$ cat src/rtl/alu_pkg.sv
// Shared definitions for the iterative ALU: opcodes, FSM states, flag positions
// and the divide/sqrt core mode select.
package alu_pkg;

  localparam logic [4:0] OP_ADD  = 5'h00;
  localparam logic [4:0] OP_SUB  = 5'h01;
  localparam logic [4:0] OP_NEG  = 5'h02;
  localparam logic [4:0] OP_INC  = 5'h03;
  localparam logic [4:0] OP_DEC  = 5'h04;
  localparam logic [4:0] OP_MUL  = 5'h05;
  localparam logic [4:0] OP_DIV  = 5'h06;
  localparam logic [4:0] OP_REM  = 5'h07;
  localparam logic [4:0] OP_SQRT = 5'h08;
  localparam logic [4:0] OP_AND  = 5'h09;
  localparam logic [4:0] OP_OR   = 5'h0A;
  localparam logic [4:0] OP_NAND = 5'h0B;
  localparam logic [4:0] OP_NOR  = 5'h0C;
  localparam logic [4:0] OP_NOT  = 5'h0D;
  localparam logic [4:0] OP_XOR  = 5'h0E;
  localparam logic [4:0] OP_LSH  = 5'h0F;
  localparam logic [4:0] OP_RSH  = 5'h10;
  localparam logic [4:0] OP_ALSH = 5'h11;
  localparam logic [4:0] OP_ARSH = 5'h12;

  typedef enum logic [1:0] {
    ST_IDLE = 2'd0,
    ST_DIV  = 2'd1,
    ST_SQRT = 2'd2,
    ST_FIX  = 2'd3
  } state_e;

  localparam int FLAG_CARRY = 0;
  localparam int FLAG_OVF   = 1;
  localparam int FLAG_ZERO  = 2;
  localparam int FLAG_GTZ   = 3;
  localparam int FLAG_LTZ   = 4;

  localparam logic MODE_DIV  = 1'b0;
  localparam logic MODE_SQRT = 1'b1;

endpackage

$ cat src/rtl/alu_divsqrt.sv
// Iterative unsigned divide / floor-sqrt core. Both modes share one WIDTH+2-bit
// subtractor; one quotient or root bit is produced per clock.
module alu_divsqrt
  import alu_pkg::*;
#(
  parameter int WIDTH = 32
) (
  input  logic             clk,
  input  logic             rst,
  input  logic             start,
  input  logic             mode,
  input  logic [WIDTH-1:0] op_a,
  input  logic [WIDTH-1:0] op_b,
  output logic             done,
  output logic [WIDTH-1:0] quotient,
  output logic [WIDTH-1:0] remainder
);

  localparam int CW = $clog2(WIDTH + 1);
  localparam logic [CW-1:0] DIV_LAST  = CW'(WIDTH - 1);
  localparam logic [CW-1:0] SQRT_LAST = CW'(WIDTH / 2 - 1);

  logic             busy_r;
  logic             mode_r;
  logic [CW-1:0]    cnt_r;
  logic [WIDTH:0]   rem_r;
  logic [WIDTH-1:0] quo_r;
  logic [WIDTH-1:0] aux_r;

  logic [WIDTH+1:0] minuend_s;
  logic [WIDTH+1:0] subtrahend_s;
  logic [WIDTH+1:0] diff_s;
  logic [WIDTH:0]   rem_nxt_s;
  logic             fits_s;
  logic             last_s;
  logic             unused_s;

  // Trial subtraction: divisor in DIV mode, 4*root+1 in SQRT mode.
  always_comb begin
    minuend_s    = '0;
    subtrahend_s = '0;
    if (mode_r == MODE_SQRT) begin
      minuend_s    = {rem_r[WIDTH-1:0], aux_r[WIDTH-1:WIDTH-2]};
      subtrahend_s = {quo_r, 2'b01};
    end else begin
      minuend_s    = {rem_r, quo_r[WIDTH-1]};
      subtrahend_s = {2'b00, aux_r};
    end
    diff_s    = minuend_s - subtrahend_s;
    fits_s    = ~diff_s[WIDTH+1];
    rem_nxt_s = fits_s ? diff_s[WIDTH:0] : minuend_s[WIDTH:0];
  end

  assign unused_s  = minuend_s[WIDTH+1];
  assign last_s    = busy_r && (cnt_r == ((mode_r == MODE_SQRT) ? SQRT_LAST : DIV_LAST));
  // done is high during the cycle whose closing edge performs the final step
  assign done      = last_s;
  assign quotient  = quo_r;
  assign remainder = rem_r[WIDTH-1:0];

  // Iteration registers: load on start, then one shift/subtract step per clock.
  always_ff @(posedge clk or posedge rst) begin
    if (rst) begin
      busy_r <= 1'b0;
      mode_r <= MODE_DIV;
      cnt_r  <= '0;
      rem_r  <= '0;
      quo_r  <= '0;
      aux_r  <= '0;
    end else if (start) begin
      busy_r <= 1'b1;
      mode_r <= mode;
      cnt_r  <= '0;
      rem_r  <= '0;
      quo_r  <= (mode == MODE_SQRT) ? '0 : op_a;
      aux_r  <= (mode == MODE_SQRT) ? op_a : op_b;
    end else if (busy_r) begin
      busy_r <= ~last_s;
      cnt_r  <= cnt_r + CW'(1);
      rem_r  <= rem_nxt_s;
      quo_r  <= {quo_r[WIDTH-2:0], fits_s};
      if (mode_r == MODE_SQRT) begin
        aux_r <= {aux_r[WIDTH-3:0], 2'b00};
      end else begin
        aux_r <= aux_r;
      end
    end else begin
      busy_r <= 1'b0;
    end
  end

endmodule

$ cat src/rtl/alu_iter.sv
// Registered integer ALU. Single-cycle ops finish on the accepting edge;
// DIV/REM/SQRT run through alu_divsqrt and are sign-corrected in FIX.
module alu_iter
  import alu_pkg::*;
#(
  parameter int WIDTH = 32
) (
  input  logic             clk,
  input  logic             rst,
  input  logic [WIDTH-1:0] operand_a,
  input  logic [WIDTH-1:0] operand_b,
  input  logic [4:0]       operation,
  input  logic             calc,
  output logic [WIDTH-1:0] result,
  output logic             calc_done,
  output logic [4:0]       flags
);

  localparam int SW = $clog2(WIDTH);
  localparam logic [WIDTH-1:0] MIN_VAL = {1'b1, {(WIDTH-1){1'b0}}};
  localparam logic [WIDTH-1:0] MAX_VAL = ~MIN_VAL;

  state_e           state_r, state_nxt_s;
  logic [WIDTH-1:0] result_r;
  logic             carry_r, ovf_r, calc_done_r;
  logic [4:0]       op_r;
  logic             a_neg_r, q_neg_r;

  logic [WIDTH:0]     sum_s, diff_s, inc_s, dec_s;
  logic [2*WIDTH-1:0] prod_s;
  logic [WIDTH-1:0]   abs_a_s, abs_b_s, res_s, fix_res_s;
  logic [SW-1:0]      sh_s;
  logic               carry_s, ovf_s, iter_s, accept_s, start_s, core_mode_s;
  logic               core_done_s;
  logic [WIDTH-1:0]   core_quo_s, core_rem_s;
  logic [4:0]         flags_s;

  assign accept_s    = calc && (state_r == ST_IDLE);
  assign start_s     = accept_s && iter_s;
  assign core_mode_s = (operation == OP_SQRT) ? MODE_SQRT : MODE_DIV;

  alu_divsqrt #(.WIDTH(WIDTH)) u_core (
    .clk       (clk),
    .rst       (rst),
    .start     (start_s),
    .mode      (core_mode_s),
    .op_a      ((operation == OP_SQRT) ? operand_a : abs_a_s),
    .op_b      (abs_b_s),
    .done      (core_done_s),
    .quotient  (core_quo_s),
    .remainder (core_rem_s)
  );

  // Single-cycle datapath plus divide special-case detection.
  always_comb begin
    sum_s   = {1'b0, operand_a} + {1'b0, operand_b};
    diff_s  = {1'b0, operand_a} - {1'b0, operand_b};
    inc_s   = {1'b0, operand_a} + (WIDTH+1)'(1);
    dec_s   = {1'b0, operand_a} - (WIDTH+1)'(1);
    prod_s  = {{WIDTH{operand_a[WIDTH-1]}}, operand_a} * {{WIDTH{operand_b[WIDTH-1]}}, operand_b};
    abs_a_s = operand_a[WIDTH-1] ? -operand_a : operand_a;
    abs_b_s = operand_b[WIDTH-1] ? -operand_b : operand_b;
    sh_s    = operand_b[SW-1:0];
    res_s   = '0;
    carry_s = 1'b0;
    ovf_s   = 1'b0;
    iter_s  = 1'b0;
    case (operation)
      OP_ADD: begin
        res_s   = sum_s[WIDTH-1:0];
        carry_s = sum_s[WIDTH];
        ovf_s   = (operand_a[WIDTH-1] == operand_b[WIDTH-1]) && (sum_s[WIDTH-1] != operand_a[WIDTH-1]);
      end
      OP_SUB: begin
        res_s   = diff_s[WIDTH-1:0];
        carry_s = diff_s[WIDTH];
        ovf_s   = (operand_a[WIDTH-1] != operand_b[WIDTH-1]) && (diff_s[WIDTH-1] != operand_a[WIDTH-1]);
      end
      OP_NEG: begin
        res_s = -operand_a;
        ovf_s = (operand_a == MIN_VAL);
      end
      OP_INC: begin
        res_s   = inc_s[WIDTH-1:0];
        carry_s = inc_s[WIDTH];
        ovf_s   = (operand_a == MAX_VAL);
      end
      OP_DEC: begin
        res_s   = dec_s[WIDTH-1:0];
        carry_s = dec_s[WIDTH];
        ovf_s   = (operand_a == MIN_VAL);
      end
      OP_MUL: begin
        res_s = prod_s[WIDTH-1:0];
        ovf_s = (prod_s[2*WIDTH-1:WIDTH-1] != {(WIDTH+1){prod_s[WIDTH-1]}});
      end
      OP_DIV, OP_REM: begin
        if (operand_b == '0) begin
          res_s = (operation == OP_DIV) ? '1 : operand_a;
          ovf_s = 1'b1;
        end else if ((operand_a == MIN_VAL) && (operand_b == '1)) begin
          res_s = (operation == OP_DIV) ? MIN_VAL : '0;
          ovf_s = 1'b1;
        end else begin
          iter_s = 1'b1;
        end
      end
      OP_SQRT:          iter_s = 1'b1;
      OP_AND:           res_s = operand_a & operand_b;
      OP_OR:            res_s = operand_a | operand_b;
      OP_NAND:          res_s = ~(operand_a & operand_b);
      OP_NOR:           res_s = ~(operand_a | operand_b);
      OP_NOT:           res_s = ~operand_a;
      OP_XOR:           res_s = operand_a ^ operand_b;
      OP_LSH, OP_ALSH:  res_s = operand_a << sh_s;
      OP_RSH:           res_s = operand_a >> sh_s;
      OP_ARSH:          res_s = $signed(operand_a) >>> sh_s;
      default:          res_s = '0;
    endcase
  end

  // Sign correction of the unsigned core results.
  always_comb begin
    case (op_r)
      OP_DIV:  fix_res_s = q_neg_r ? -core_quo_s : core_quo_s;
      OP_REM:  fix_res_s = a_neg_r ? -core_rem_s : core_rem_s;
      default: fix_res_s = core_quo_s;
    endcase
  end

  // Next-state logic.
  always_comb begin
    state_nxt_s = state_r;
    case (state_r)
      ST_IDLE: begin
        if (start_s) begin
          state_nxt_s = (operation == OP_SQRT) ? ST_SQRT : ST_DIV;
        end else begin
          state_nxt_s = ST_IDLE;
        end
      end
      ST_DIV, ST_SQRT: begin
        if (core_done_s) begin
          state_nxt_s = ST_FIX;
        end else begin
          state_nxt_s = state_r;
        end
      end
      ST_FIX:  state_nxt_s = ST_IDLE;
      default: state_nxt_s = ST_IDLE;
    endcase
  end

  // State register.
  always_ff @(posedge clk or posedge rst) begin
    if (rst) begin
      state_r <= ST_IDLE;
    end else begin
      state_r <= state_nxt_s;
    end
  end

  // Result, status and latched-operation registers.
  always_ff @(posedge clk or posedge rst) begin
    if (rst) begin
      result_r    <= '0;
      carry_r     <= 1'b0;
      ovf_r       <= 1'b0;
      calc_done_r <= 1'b1;
      op_r        <= OP_ADD;
      a_neg_r     <= 1'b0;
      q_neg_r     <= 1'b0;
    end else begin
      case (state_r)
        ST_IDLE: begin
          if (accept_s) begin
            op_r    <= operation;
            a_neg_r <= operand_a[WIDTH-1];
            q_neg_r <= operand_a[WIDTH-1] ^ operand_b[WIDTH-1];
            if (iter_s) begin
              calc_done_r <= 1'b0;
            end else begin
              result_r <= res_s;
              carry_r  <= carry_s;
              ovf_r    <= ovf_s;
            end
          end
        end
        ST_FIX: begin
          result_r    <= fix_res_s;
          carry_r     <= 1'b0;
          ovf_r       <= 1'b0;
          calc_done_r <= 1'b1;
        end
        default: calc_done_r <= calc_done_r;
      endcase
    end
  end

  // Flags decode from the registered result.
  always_comb begin
    flags_s             = '0;
    flags_s[FLAG_LTZ]   = result_r[WIDTH-1];
    flags_s[FLAG_ZERO]  = (result_r == '0);
    flags_s[FLAG_GTZ]   = !result_r[WIDTH-1] && (result_r != '0);
    flags_s[FLAG_OVF]   = ovf_r;
    flags_s[FLAG_CARRY] = carry_r;
  end

  assign result    = result_r;
  assign calc_done = calc_done_r;
  assign flags     = flags_s;

endmodule

$ cat config.mk
export PLATFORM = sky130hd
export DESIGN_NAME = alu_iter
export DESIGN_NICKNAME = d
export VERILOG_FILES = /design/src/rtl/alu_pkg.sv /design/src/rtl/alu_divsqrt.sv /design/src/rtl/alu_iter.sv
export SDC_FILE = /design/constraint.sdc
export NUM_CORES = 2
export LEC_CHECK = 0
export ABC_CLOCK_PERIOD_IN_PS = 4600
export CORE_MARGIN = 10
export CORE_UTILIZATION = 47
export DETAILED_ROUTE_END_ITERATION = 10
export GPL_TIMING_DRIVEN = 0
export PLACE_DENSITY = 0.65
export SLEW_MARGIN = 20
export SYNTH_ARGS = -nofsm -noshare
export SYNTH_HDL_FRONTEND = slang
export SYNTH_SLANG_ARGS = --single-unit
$ cat constraint.sdc
create_clock -name clk -period 4.6 [get_ports clk]
set_input_delay 0.92 -clock clk [delete_from_list [all_inputs] [get_ports clk]]
set_output_delay 0.92 -clock clk [all_outputs]
set_load 0.02 [all_outputs]
; After elaboration in Yosys (flattened, before gate mapping)
; Cells that the tools add are included.
[word_totals]
input_bits = 72
ff_bits = 149
output_inout_bits = 38
[op_classes]
n_reduce_logical = 24
n_mux = 52
n_eq_ne = 36
shifts = 3
n_mul = 1
bitwise_logic = 9
n_addsub = 10
[op_table]
columns = operator, count
row1 = 32-bit two-way mux, 18
row2 = 32-bit one-hot mux with 16 select lines, 1
row3 = 32-bit negation, 4
row4 = 32-bit one-hot mux with 2 select lines, 2
row5 = 33-bit two-way mux, 3
row6 = 32-bit inverter, 3
row7 = 34-bit two-way mux, 2
row8 = 32-bit equality test (second input constant), 2
row9 = 32-bit logical NOT, 2
row10 = 32-bit by 32-bit multiplier with 64-bit output, 1
row11 = 5-bit by 4-bit equality test with 1-bit output (second input constant), 8
row12 = 34-bit subtractor, 1
row13 = 32-bit by 1-bit adder with 33-bit output (second input constant), 1
row14 = 32-bit by 32-bit adder with 33-bit output, 1
row15 = 32-bit by 1-bit subtractor with 33-bit output (second input constant), 1
row16 = 32-bit by 32-bit subtractor with 33-bit output, 1
row17 = 32-bit AND, 1
row18 = 32-bit by 31-bit equality test with 1-bit output (second input constant), 1
row19 = 32-bit != test, 1
row20 = 32-bit OR, 1
row21 = 32-bit nonzero test, 1
row22 = 32-bit by 5-bit << shifter with 32-bit output, 1
row23 = 32-bit by 5-bit right shift with 32-bit output, 1
row24 = 32-bit by 5-bit >>> shifter with 32-bit output, 1
row25 = other kinds (31), 76

; Depth between registers and ports, before layout
[logic_depth]
depth_word = 8
depth_mapped = 37

; Cells and area by module
; Synthesis repeated with hierarchy kept, for this count alone.
[unflattened]
cells_unflattened = 7076
hier_area_um2 = 58589.9
[modules_own_cells]
columns = module, seq_area_each_um2, area_each_um2, n_inst, cells_each
row1 = alu_iter, 1102.3, 50573.5, 1, 6139
row2 = alu_divsqrt, 2627.5, 8016.4, 1, 937

; Worst setup path after synthesis
; No wires, ideal clock.
[synth_path]
path_type = input port to flip-flop
start = input operand_a[31]
end = register ovf_r
n_path_buf = 6
required_time_ps = 4476
stages = 32
arrival_ps = 10002
setup_slack_ps = -5526
path_cell_list = clkbuf_1 -> buf_1 -> clkbuf_1 -> clkbuf_1 -> clkbuf_1 -> nand2_1 -> inv_1 -> fa_1 -> fa_1 -> inv_1 -> fa_1 -> inv_1 -> fa_1 -> inv_1 -> fa_1 -> fa_1 -> fa_1 -> fa_1 -> inv_1 -> ha_1 -> clkbuf_1 -> a21oi_1 -> o21ai_0 -> a21o_1 -> a21oi_1 -> o21ai_0 -> a21oi_1 -> xnor2_1 -> or4_1 -> a211oi_1 -> nor2_1 -> o31a_1
[synth_between]
elab_chain_len = 8
elab_cells_between_ends = 24
classes_between = 2 x add/sub / 1 x mul / 8 x eq/ne / 9 x mux / 4 x reduce/logical
[synth_rtl]
columns = element, line
row1 = "start, declared", alu_iter.sv:10  ; input logic [WIDTH-1:0] operand_a,
row2 = branches (longest 8 deep; another with 32-bit by 32-bit multiplier with 64-bit output), --
row3 = "end signal, assigned", alu_iter.sv:185  ; ovf_r <= ovf_s;
row4 = "end, declared", alu_iter.sv:25  ; logic carry_r, ovf_r, calc_done_r;
; Parallel ways; which one is timed is not known. The select of a mux whose other input is x is not followed.
; A chain may end at the register's enable or synchronous reset.

; Worst setup path in the final report
[layout_path]
start = input operand_b[27]
end = register ovf_r
[layout_between]
elab_chain_len = 8
elab_cells_between_ends = 22
classes_between = 2 x add/sub / 1 x mul / 5 x eq/ne / 9 x mux / 5 x reduce/logical
[layout_rtl]
columns = element, line
row1 = "start, declared", alu_iter.sv:11  ; input logic [WIDTH-1:0] operand_b,
row2 = branches (longest 8 deep; another with 32-bit by 32-bit multiplier with 64-bit output), --
; Parallel ways; which one is timed is not known. The select of a mux whose other input is x is not followed.

==> impl_results.html <==
<table>
<tr><th>Metric</th><th>Value</th></tr>
<tr><th colspan="2">Outcome</th></tr>
<tr><td>Run status</td><td>finished, violations left</td></tr>
<tr><td>Failing checks</td><td>setup timing</td></tr>
<tr><th colspan="2">Clock network</th></tr>
<tr><td>Number of hold buffers added after CTS</td><td>0</td></tr>
<tr><td>Clock buffer depth</td><td>3</td></tr>
<tr><td>Clock sink total</td><td>149</td></tr>
<tr><td>Later-pin clock latency in the skew report</td><td>about 530 ps</td></tr>
<tr><td>H-tree depth</td><td>4</td></tr>
<tr><td>Root buf cell</td><td>sky130_fd_sc_hd__clkbuf_16</td></tr>
<tr><td>CTS tree</td><td>yes</td></tr>
<tr><td>Clock slew at the register clock pins of the worst setup and hold paths</td><td>roughly 70 ps</td></tr>
<tr><td>Total clock buffers created by CTS</td><td>25</td></tr>
<tr><th colspan="2">Worst setup path</th></tr>
<tr><td>Delay of the slowest critical-path stage</td><td>~660 ps</td></tr>
<tr><td>CP Max Fanout</td><td>10</td></tr>
<tr><td>Worst reg2reg path endpoint</td><td>u_core.rem_r[27]</td></tr>
<tr><td>Critical Path Sink Type</td><td>flip-flop</td></tr>
<tr><td>Launching element of the worst setup path</td><td>operand_b[27]</td></tr>
<tr><td>Slack of the worst reg-to-reg path</td><td>-220 ps</td></tr>
<tr><td>Crit-path slowest cell</td><td>sky130_fd_sc_hd__fa_1</td></tr>
<tr><td>Dominant delay contributor by cell family on the critical path</td><td>adder cells</td></tr>
<tr><td>Setup crit start kind</td><td>primary input</td></tr>
<tr><td>Worst r2r path cells</td><td>30</td></tr>
<tr><td>Critical path capture point</td><td>ovf_r</td></tr>
<tr><td>Number of buffer and inverter stages on the critical path</td><td>5</td></tr>
<tr><td>Critical path data required time</td><td>between 5000 and 6000 ps</td></tr>
<tr><td>Data arrival at the endpoint of the critical path</td><td>about 10000 ps</td></tr>
<tr><td>Logic depth of the worst setup path including buffers</td><td>27</td></tr>
<tr><td>RR Startpoint</td><td>u_core.mode_r</td></tr>
<tr><td>Cell repeated most along the worst path</td><td>sky130_fd_sc_hd__fa_1</td></tr>
<tr><td>Critical path type</td><td>in2reg</td></tr>
<tr><th colspan="2">Place</th></tr>
<tr><td>Number of buffers added on ports</td><td>approximately 110</td></tr>
<tr><td>Instance area after placement</td><td>between 60000 and 70000 um^2</td></tr>
<tr><td>Worst setup timing slack at the placement stage</td><td>-8570 ps</td></tr>
<tr><td>Detailed Place HPWL</td><td>270 mm</td></tr>
<tr><td>Placer's final routability congestion estimate</td><td>between 1 and 1.5</td></tr>
<tr><th colspan="2">Synth</th></tr>
<tr><td>Post-synth top area cell</td><td>sky130_fd_sc_hd__fa_1</td></tr>
<tr><td>Mean post-synth cell area</td><td>8.26 um^2</td></tr>
<tr><td>Portion of synthesized cell area occupied by the leading cell type</td><td>0.373</td></tr>
<tr><td>Post-Synth Simple-Gate Area</td><td>0.168</td></tr>
<tr><td>Synthesis warning total</td><td>0</td></tr>
<tr><td>Post-synthesis xor/xnor area fraction</td><td>0.0386</td></tr>
<tr><td>Syn Std Cell Area</td><td>a little under 60000 um^2</td></tr>
<tr><td>Mux contribution to synthesized area</td><td>0.0494</td></tr>
<tr><td>Number of synthesized register bits</td><td>149</td></tr>
<tr><td>Count of mapped cells out of synthesis</td><td>about 7000</td></tr>
<tr><td>Top FF cell, synth</td><td>sky130_fd_sc_hd__dfrtp_1</td></tr>
<tr><td>Nets in the synthesized netlist</td><td>between 8000 and 9000</td></tr>
<tr><td>Register area share after synthesis</td><td>0.0640</td></tr>
<tr><td>Combinational family with the most area after synthesis</td><td>adder cells</td></tr>
<tr><td>Post-synthesis share of cell area spent on full adders, half adders and majority gates</td><td>0.442</td></tr>
<tr><td>Post-synthesis async set-or-reset flop share</td><td>1.00</td></tr>
<tr><td>Distinct cell type count of the synthesized netlist</td><td>~110</td></tr>
<tr><td>EDFF count, synth</td><td>0</td></tr>
<tr><td>Compound-cell area share of the yosys netlist</td><td>0.146</td></tr>
<tr><td>Most instantiated cells after synthesis</td><td>sky130_fd_sc_hd__fa_1 (1085), sky130_fd_sc_hd__nand2_1 (940), sky130_fd_sc_hd__inv_1 (844)</td></tr>
<tr><td>Top-count cell post-synth</td><td>sky130_fd_sc_hd__fa_1</td></tr>
<tr><td>Cell types occupying the most area after synthesis</td><td>sky130_fd_sc_hd__fa_1 (37%), sky130_fd_sc_hd__ha_1 (7.0%), sky130_fd_sc_hd__dfrtp_1 (6.4%)</td></tr>
<tr><th colspan="2">STA</th></tr>
<tr><td>Setup Total Neg Slack</td><td>-95520 ps</td></tr>
<tr><td>Crit path time final</td><td>between 9000 and 10000 ps</td></tr>
<tr><td>Setup repair after global routing missed its margin</td><td>true</td></tr>
<tr><td>Hold violation total from the final report</td><td>0</td></tr>
<tr><td>Top achievable clock speed</td><td>~0.10 GHz</td></tr>
<tr><td>Worst Skew</td><td>around 31 ps</td></tr>
<tr><td>Setup ws final</td><td>-5030 ps</td></tr>
<tr><td>Worst rel slew slack</td><td>0.105</td></tr>
<tr><td>Final setup violation count</td><td>87</td></tr>
<tr><td>Worst-margin pin slew</td><td>1330 ps</td></tr>
<tr><td>Period Utilization, post-route</td><td>2.09</td></tr>
<tr><td>Max-slew violation count</td><td>0</td></tr>
<tr><th colspan="2">Flow run</th></tr>
<tr><td>Number of max-capacitance violations reported</td><td>0</td></tr>
<tr><th colspan="2">Floorplanning</th></tr>
<tr><td>Number of cell rows</td><td>between 100 and 150</td></tr>
<tr><td>DIE WIDTH</td><td>between 300 and 400 um</td></tr>
<tr><td>Floorplan core area</td><td>~120000 um^2</td></tr>
<tr><td>Top-level port count</td><td>110</td></tr>
<tr><td>Die footprint</td><td>139000 um^2</td></tr>
<tr><td>Die span in y</td><td>between 300 and 400 um</td></tr>
<tr><td>Starting density of the core</td><td>0.472</td></tr>
<tr><th colspan="2">Min path</th></tr>
<tr><td>Class of the worst hold path</td><td>reg2reg</td></tr>
<tr><th colspan="2">Layout</th></tr>
<tr><td>Net count reported at finish</td><td>roughly 9000</td></tr>
<tr><td>Ratio of cells with drive above 1 in the final layout</td><td>0.182</td></tr>
<tr><td>Area of all placed cells without fillers</td><td>about 70000 um^2</td></tr>
<tr><td>Area Overhead vs Synth</td><td>22.3%</td></tr>
<tr><td>Final cell utilization of the core</td><td>0.577</td></tr>
<tr><th colspan="2">GRT</th></tr>
<tr><td>Grt ovf</td><td>0</td></tr>
<tr><td>Initial antenna violation count</td><td>26</td></tr>
<tr><td>Via count of the first global-routing pass</td><td>~60000</td></tr>
<tr><td>Maximum number of pins on one net before global-route repair</td><td>32</td></tr>
<tr><td>Total routing resource utilization after global routing</td><td>0.482</td></tr>
<tr><td>First-pass GRT wire length</td><td>roughly 470 mm</td></tr>
<tr><th colspan="2">Route</th></tr>
<tr><td>First drt pass iteration count</td><td>7</td></tr>
<tr><td>Antenna Nets Post-Route</td><td>0</td></tr>
<tr><td>DR DRC count</td><td>0</td></tr>
<tr><td>DR WL/cell</td><td>37.2 um</td></tr>
<tr><td>First-iteration detailed-routing DRC count</td><td>8849</td></tr>
<tr><td>Number of vias per cell</td><td>between 6 and 7</td></tr>
<tr><td>Aggregate routed wire length</td><td>around 340 mm</td></tr>
<tr><td>Total number of vias</td><td>61633</td></tr>
</table>
layout make-up:
| class | count | area [um^2] |
|---|---|---|
| flip-flops and latches | 149 | 3730 |
| well taps | 1637 | 2050 |
| diodes | 32 | 80.1 |
| fillers | 11001 | 52200 |
| multi-input cells | 5523 | 52600 |
| inverters | 878 | 3590 |
| clock inverters | 3 | 42.5 |
| clock buffers | 30 | 684 |
| repair buffers | 394 | 3720 |
| plain buffers | 491 | 4790 |
timing repair:
action / in CTS / in global routing
endpoints found under the setup margin: 141 / 114
hold endpoints to repair: 0 / 0
cloned: 1 / 2
resized for setup: 1376 / 472
buffers inserted: 169 / 102
pin swaps: 175 / 155
sequential cells by signal, summed over array words and instances, names as in the netlist:
register,flops
a_neg_r,1
calc_done,1
carry_r,1
op_r,5
ovf_r,1
q_neg_r,1
result,32
state_r,2
u_core.aux_r,32
u_core.busy_r,1
u_core.cnt_r,6
u_core.mode_r,1
u_core.quotient,32
u_core.rem_r,33
worst register-to-register path, delay by kind of cell, from the launching register on:
family / cells / cell delay, ps
AO/OA/AOI/OAI: 6 / 920
flip-flops: 1 / 450
multiplexers: 1 / 220
adder cells (fa/ha/maj): 1 / 330
buffers and inverters: 17 / 2010
XOR/XNOR: 1 / 80
AND/OR/NAND/NOR: 4 / 710
cell usage in the layout, fill, tap and decap left out, types with 46 or more instances in the layout:
cell type	netlist	final
sky130_fd_sc_hd__fa_1	1085	1052
sky130_fd_sc_hd__nand2_1	940	897
sky130_fd_sc_hd__nor2_1	836	803
sky130_fd_sc_hd__inv_1	844	790
sky130_fd_sc_hd__o21ai_0	370	322
sky130_fd_sc_hd__ha_1	325	274
sky130_fd_sc_hd__a21oi_1	321	272
sky130_fd_sc_hd__buf_4	4	244
sky130_fd_sc_hd__xnor2_1	188	169
sky130_fd_sc_hd__dfrtp_1	148	147
sky130_fd_sc_hd__mux2i_1	156	143
sky130_fd_sc_hd__clkbuf_1	364	127
sky130_fd_sc_hd__nand3_1	120	114
sky130_fd_sc_hd__buf_6	3	101
sky130_fd_sc_hd__nor3_1	91	75
sky130_fd_sc_hd__clkbuf_2	0	72
sky130_fd_sc_hd__o211ai_1	70	70
sky130_fd_sc_hd__clkbuf_16	0	69
sky130_fd_sc_hd__a21o_1	63	61
sky130_fd_sc_hd__nand4_1	55	55
sky130_fd_sc_hd__xor2_1	66	55
sky130_fd_sc_hd__buf_12	0	53
sky130_fd_sc_hd__buf_8	0	51
sky130_fd_sc_hd__clkbuf_4	0	47
sky130_fd_sc_hd__clkdlybuf4s50_1	0	46
worst min path at each step:
stage,cells after the start,from,slack (ps),endpoint
after floorplan,2,carry_r,450,carry_r
after global placement,2,result[27],480,result[27]
after detailed placement,2,result[27],490,result[27]
after CTS,2,result[20],500,result[20]
after global routing,2,result[20],520,result[20]
final,2,result[20],500,result[20]
metrics by stage:
stage	cells	hold WS, ps
after floorplan	7062	450
after global placement	8807	481
after detailed placement	8823	486
after CTS	9016	499
after global routing	9108	521
final	9137	505
per-layer routing:
layer	up-vias	global-route usage	share of wire
li1	23979	-	-
met1	30728	0.586	0.35
met2	5402	0.653	0.39
met3	1506	0.241	0.16
met4	18	0.343	0.094
met5	-	0.0133	0.0011
logic make-up (layout without fill, tap and decap cells):
| kind of cell | Yosys count | count (layout) |
|---|---|---|
| adder cells (fa/ha/maj) | 1410 | 1410 |
| multiplexers | 234 | 234 |
| buffers and inverters | 1390 | 1796 |
| AO/OA/AOI/OAI | 1326 | 1326 |
| XOR/XNOR | 255 | 255 |
| AND/OR/NAND/NOR | 2298 | 2298 |
| flip-flops | 149 | 149 |
| other | 0 | 32 |
Power is left out: the tool's default activity adds up to more than one toggle a clock period on the data nets, which glitch-free logic cannot reach.
